===== config.mk =====
export PLATFORM = sky130hd
export DESIGN_NAME = pico_io_bank
export DESIGN_NICKNAME = d
export VERILOG_FILES = /design/src/rtl/pico_io_bank.sv
export SDC_FILE = /design/constraint.sdc
export NUM_CORES = 1
export LEC_CHECK = 0
export CORE_MARGIN = 2
export CORE_UTILIZATION = 45
export DETAILED_ROUTE_END_ITERATION = 8
export PLACE_DENSITY = 0.78
export SLEW_MARGIN = 20
export SYNTH_ARGS = -nofsm -noshare
export SYNTH_HDL_FRONTEND = slang
export SYNTH_SLANG_ARGS = --single-unit

===== constraint.sdc =====
create_clock -name clk -period 2.3 [get_ports clk]
set_input_delay 0.575 -clock clk [delete_from_list [all_inputs] [get_ports clk]]
set_output_delay 0.575 -clock clk [all_outputs]
set_load 0.005 [all_outputs]

===== src/rtl/pico_io_bank.sv =====
// Address-mapped PicoBlaze I/O bank: output registers, synchronised input channels
// with change flags, read-to-clear STATUS, MASK and a level interrupt with acknowledge.
module pico_io_bank #(
   parameter int          DATA_W      = 8,
   parameter int          N_OUT       = 4,
   parameter int          N_IN        = 4,
   parameter logic [7:0]  BASE_ADDR   = 8'h00,
   parameter int          SYNC_STAGES = 2
) (
   input  logic                      clk,
   input  logic                      rst_n,
   input  logic [7:0]                port_id,
   input  logic                      write_strobe,
   input  logic                      read_strobe,
   input  logic [DATA_W-1:0]         out_port,
   output logic [DATA_W-1:0]         in_port,
   input  logic [N_IN*DATA_W-1:0]    ext_in,
   output logic [N_OUT*DATA_W-1:0]   ext_out,
   output logic                      interrupt,
   input  logic                      interrupt_ack
);

   localparam logic [7:0] STATUS_OFF = 8'(N_OUT + N_IN);
   localparam logic [7:0] MASK_OFF   = 8'(N_OUT + N_IN + 1);

   logic [N_OUT*DATA_W-1:0] out_r;
   logic [N_IN*DATA_W-1:0]  sync_r [SYNC_STAGES];
   logic [N_IN*DATA_W-1:0]  prev_r;
   logic [N_IN-1:0]         status_r;
   logic [N_IN-1:0]         mask_r;
   logic [N_IN-1:0]         masked_prev_r;
   logic [DATA_W-1:0]       in_port_r;
   logic                    interrupt_r;

   logic [8:0]              diff_s;
   logic [7:0]              off_s;
   logic                    in_range_s;
   logic                    hit_status_s;
   logic                    hit_mask_s;
   logic                    status_clr_s;
   logic [N_IN-1:0]         change_s;
   logic [N_IN-1:0]         status_next_s;
   logic [N_IN-1:0]         masked_s;
   logic                    pending_s;
   logic                    interrupt_next_s;
   logic [DATA_W-1:0]       rd_data_s;

   // Address decode; the borrow bit of the 9-bit subtraction flags ports below the base.
   always_comb begin
      diff_s       = {1'b0, port_id} - {1'b0, BASE_ADDR};
      off_s        = diff_s[7:0];
      in_range_s   = ~diff_s[8];
      hit_status_s = in_range_s && (off_s == STATUS_OFF);
      hit_mask_s   = in_range_s && (off_s == MASK_OFF);
      status_clr_s = read_strobe && hit_status_s;
   end

   // Change detection, STATUS update (a new change beats a clear) and interrupt next state.
   always_comb begin
      change_s = '0;
      for (int i = 0; i < N_IN; i++) begin
         change_s[i] = (sync_r[SYNC_STAGES-1][i*DATA_W +: DATA_W] != prev_r[i*DATA_W +: DATA_W]);
      end
      if (status_clr_s) begin
         status_next_s = change_s;
      end else begin
         status_next_s = status_r | change_s;
      end
      masked_s  = status_r & mask_r;
      pending_s = |(masked_s & ~masked_prev_r);
      if (pending_s) begin
         interrupt_next_s = 1'b1;
      end else if (interrupt_ack) begin
         interrupt_next_s = 1'b0;
      end else begin
         interrupt_next_s = interrupt_r;
      end
   end

   // Read data mux as an OR of one-hot selected sources; unmapped ports yield zero.
   always_comb begin
      rd_data_s = '0;
      for (int j = 0; j < N_OUT; j++) begin
         rd_data_s = rd_data_s | ({DATA_W{in_range_s && (off_s == 8'(j))}}
                                  & out_r[j*DATA_W +: DATA_W]);
      end
      for (int i = 0; i < N_IN; i++) begin
         rd_data_s = rd_data_s | ({DATA_W{in_range_s && (off_s == 8'(N_OUT + i))}}
                                  & sync_r[SYNC_STAGES-1][i*DATA_W +: DATA_W]);
      end
      for (int i = 0; i < N_IN; i++) begin
         rd_data_s[i] = rd_data_s[i] | (hit_status_s & status_r[i]) | (hit_mask_s & mask_r[i]);
      end
   end

   // Processor-writable registers: output bank and MASK.
   always_ff @(posedge clk or negedge rst_n) begin
      if (!rst_n) begin
         out_r  <= '0;
         mask_r <= '0;
      end else begin
         for (int j = 0; j < N_OUT; j++) begin
            if (write_strobe && in_range_s && (off_s == 8'(j))) begin
               out_r[j*DATA_W +: DATA_W] <= out_port;
            end
         end
         if (write_strobe && hit_mask_s) begin
            mask_r <= out_port[N_IN-1:0];
         end
      end
   end

   // Input synchroniser chain and previous-value register.
   always_ff @(posedge clk or negedge rst_n) begin
      if (!rst_n) begin
         for (int k = 0; k < SYNC_STAGES; k++) begin
            sync_r[k] <= '0;
         end
         prev_r <= '0;
      end else begin
         sync_r[0] <= ext_in;
         for (int k = 1; k < SYNC_STAGES; k++) begin
            sync_r[k] <= sync_r[k-1];
         end
         prev_r <= sync_r[SYNC_STAGES-1];
      end
   end

   // STATUS flags, masked-flag history for edge detection, interrupt and read data.
   always_ff @(posedge clk or negedge rst_n) begin
      if (!rst_n) begin
         status_r      <= '0;
         masked_prev_r <= '0;
         interrupt_r   <= 1'b0;
         in_port_r     <= '0;
      end else begin
         status_r      <= status_next_s;
         masked_prev_r <= masked_s;
         interrupt_r   <= interrupt_next_s;
         in_port_r     <= rd_data_s;
      end
   end

   assign ext_out   = out_r;
   assign in_port   = in_port_r;
   assign interrupt = interrupt_r;

endmodule


**Word level (Yosys, flattened, before mapping)**

Index checks and enable logic that the tools add are counted.

- Equal/unequal tests: 13
- Mux-type cells: 3
- Bitwise operators: 35
- Reduce and logical (&&, ||, !) cells: 9

Operator list:

| cell | number |
|---|---|
| $and A8 B8 Y8 | 8 |
| $or A8 B8 Y8 | 7 |
| $eq A8 B3 Y1 const B | 4 |
| $ne A8 B8 Y1 | 4 |
| $eq A8 B2 Y1 const B | 2 |
| $eq A8 B4 Y1 const B | 2 |
| $and A1 B1 Y1 | 8 |
| $and A4 B4 Y4 | 2 |
| $eq A8 B1 Y1 const B | 1 |
| $logic_not A8 Y1 | 1 |
| $or A1 B1 Y1 | 8 |
| $logic_and A1 B1 Y1 | 6 |
| $mux W4 | 1 |
| $not A4 Y4 | 1 |
| $or A4 B4 Y4 | 1 |
| $reduce_or A4 Y1 | 1 |
| $mux W1 | 2 |
| $reduce_bool A2 Y1 | 1 |

- Register bits after elaboration: 149
- Bits of input ports: 53
- Output and inout port bits: 41
- Word-level logic and storage cells: 72

**Depth between registers and ports, before layout**

- Word-level depth: 11
- Mapped depth: 7
- Gate-level depth less buffers: 4

**Worst setup path before layout**

Ideal clock, no wire load.

- Path type: input-to-reg
- Start: input port port_id[5]
- End: register out_r[16], in the netlist ext_out[16]
- Library setup time: 125 ps
- Arrival time: 1,871 ps
- Required time: 2,175 ps
- Slack: 305 ps
- Stages: 5
- Buffers on the path: 1
- Path through: nor4_2 nand4bb_1 buf_2 nor3b_4 mux2_2

- Word-level cells in the longest chain between the ends: 2

RTL lines:

| item | RTL line | text |
|---|---|---|
| from (decl) | 12 | `input logic [7:0] port_id,` |
| $eq A8 B2 Y1 | 103 | `if (write_strobe && in_range_s && (off_s == 8'(j))) begin` |
| $logic_and A1 B1 Y1 | 103 |  |
| to (signal, indexed assignment) | 104 | `out_r[j*DATA_W +: DATA_W] <= out_port;` |
| to (decl) | 26 | `logic [N_OUT*DATA_W-1:0] out_r;` |

Every way passes these cells.
A chain may end at the register's enable or synchronous reset.

**Final worst setup path**

- Start: input port port_id[5]
- End: register out_r[11], in the netlist ext_out[11]

- Word-level cells in the longest chain between the ends: 2

RTL lines:

| item | RTL line |
|---|---|
| $eq A8 B1 Y1 | 103 |
| $logic_and A1 B1 Y1 | 103 |

Every way passes these cells.

==> impl_metrics.toml <==
[clock_tree]
cts_root_buffer = "clkbuf_16"
cts_hold_buf = 0
cts-htree-levels = 4
ctsResizeCount = 0
clk_latency_ns = 0.41
postCtsSetupRepairBufs = 0
cts.sinks = 149
cts.path.max_buffers = 2
cts_tree = "yes"
clk_pin_slew_ns = 0.06
cts_made_buffers = 17

[worst_setup_path]
cp_slowest_stage_delay_ns = 0.44
critPathArrivalTime_ns = 2.46
cp-start-kind = "input port"
cp_cell_sequence = "clkdlybuf4s50_1, nor4_2, nand4bb_1, buf_4, nor3b_4, buf_4, mux2_2"
crit_required_ns = 2.59
crit_top_cell = "buf_4"
endpoint_kind = "flop"
critical_path_class = "in -> reg"
path_max_fanout = 7
crit_slowest_cell = "clkdlybuf4s50_1"

[logic_synthesis]
synth_cells = 311
syn_area_per_cell_sq_um = 17.0
seq_area_frac_synth_pct = 70.3
synth_mux_area_share_pct = 16.1
synth_compound_area_share_pct = 2.05
async_flop_share_pct = 100
synth.most_common_cell = "dfrtp_1"
synth_xor_area_share_pct = 5.29
synthAdderAreaFrac_pct = 0
yosysTopAreaCellShare_pct = 70.3
syn-cell-area_sq_um = 5300
ys_ff_latch = 149
synth_edf_count = 0
synth_top_family_by_area = "multiplexers"
ys.flop_type = "dfrtp_1"
yosysUniqueCellTypes = 33
syn_nets = 364
yosys.area_share.simple_pct = 5.05
netlist_top_cells_count = "dfrtp_1, mux2_2, xnor2_1"
yosysTopAreaCell = "dfrtp_1"
synth_warnings = 0
synth_area_leaders = "dfrtp_1, mux2_2, mux4_2"

[grt]
grt_max_degree = 60
antenna_found_initial = 0
overflow = 0
grt_pass1_vias = 3221
track_usage_pct = 18.3
grt_pass1_wl_mm = 17.4

[route]
vias = 3073
drt_iter0_markers = 144
drt-total-wl_mm = 10.6
final_antenna_net_count = 0
via_per_inst = 5.19
wl_per_cell_um = 17.9
drt_pass1_iterations = 4
drc_errors = 0

[layout]
drive_gt1_share_pct = 25.2
regArea_sq_um = 3730
fill_cells = 822
fin_nets = 489
postLayoutCellArea_sq_um = 7170
antennaDiodeCount = 0
syn2layout_area_growth_pct = 35.3
multiInputGateArea_sq_um = 1510

[timing]
hold_viol = 0
fin_crit_ns = 2.17
setup_viol = 0
fmax_mhz = 462
rsz0062_at_grt = "no"
slew_viol_final = 0
skew_ns = 0.00677
setup_tns_ns = 0
maxSlewHeadroom_pct = 66.3
fin_crit_sh_pct = 94.2
worst_slew_pin_slew_ns = 0.506

[floorplanning]
boundaryPins = 94
die_area_sq_um = 12700
die_w_um = 113
coreArea_sq_um = 11500
start_util_pct = 46.2
die_h_um = 113
rows = 39

[pwr]
ir_drop_mv = 0.456
p_per_area_nw_per_um2 = 837
total_leakage_power_nw = 3.10

[place]
dpl.hpwl_mm = 7.46
placed_cell_area_sq_um = 6580
io_buffers = 93
gp_congestion = 0.838

[min_path]
hold_path.class = "in -> async"

[flow_run]
drv_cap = 0

[run_status]
status = "finished clean"
## layout make-up
class / count / share of cell area (%)
clock inverters: 15 / 2.36
multi-input cells: 148 / 21.0
well taps: 143 / 2.49
inverters: 5 / 0.262
repair buffers: 115 / 15.9
clock buffers: 17 / 5.93
flip-flops and latches: 149 / 52.0
## power by group
part / switching (mW) / internal, mW / leakage [nW] / total, mW
Clock: 1.10 / 1.62 / 0.283 / 2.72
Sequential: 0.0799 / 2.75 / 1.83 / 2.83
Combinational: 0.184 / 0.269 / 0.989 / 0.454
## per-layer routing
metal  vias up  share of wire (%)  GRT usage, %
met5         -                  0             0
met4         0                1.4          6.50
met3        13                5.9          5.45
met2       100                 51          29.8
met1      1602                 41          23.7
li1       1358                  -             -
## layout by cell type (no fill, tap or decap), drive strengths merged, types with 4 or more instances in the layout
cell             n
a211o            4
mux2            37
nor2             5
buf             24
mux4            14
clkinv           4
mux2i           12
clkdlybuf4s50   91
inv             11
xnor2           32
nand4            9
clkbuf          17
nand2            8
dfrtp          149
## final timing paths
check                           start           to  slack, ns  cells after the start
hold reg to reg            sync_r[49]   sync_r[17]       0.35                      0
setup / recovery           port_id[5]  ext_out[11]       0.13                      7
min in group clk           sync_r[49]   sync_r[17]       0.35                      0
hold / removal                  rst_n    sync_r[1]       0.11                      1
setup reg to reg            sync_r[1]   in_port[1]       0.84                      3
max in group asynchronous       rst_n    interrupt       1.52                      2
## registers in the layout, summed over array words and instances (netlist names)
register / count
status_r: 4
in_port: 8
masked_prev_r: 4
ext_out: 32
sync_r: 64
interrupt: 1
mask_r: 4
prev_r: 32
## critical path: cells and delay by family
family / cells / cell delay (ns)
mux: 1 / 0.34
simple gates: 3 / 0.70
buf+inv: 3 / 0.84
## logic make-up after synthesis
| kind of cell | count (synthesis) |
|---|---|
| compound gates | 15 |
| xor+xnor | 32 |
| buf+inv | 14 |
| flops | 149 |
| mux | 63 |
| simple gates | 38 |
## through the flow
step	worst slack [ns]	instances	power (mW)	utilization, %	hold WS, ns
floorplan	0.305	311	3.03	-	0.279
global placement	-0.275	560	3.32	57.4	0.334
detailed placement	-0.270	560	3.33	57.4	0.335
CTS	0.138	592	6.06	62.5	0.125
global route	0.0710	592	6.23	62.5	0.145
finish	0.134	592	6.00	62.5	0.111
Note: power is estimated with default switching activity, not from simulation.
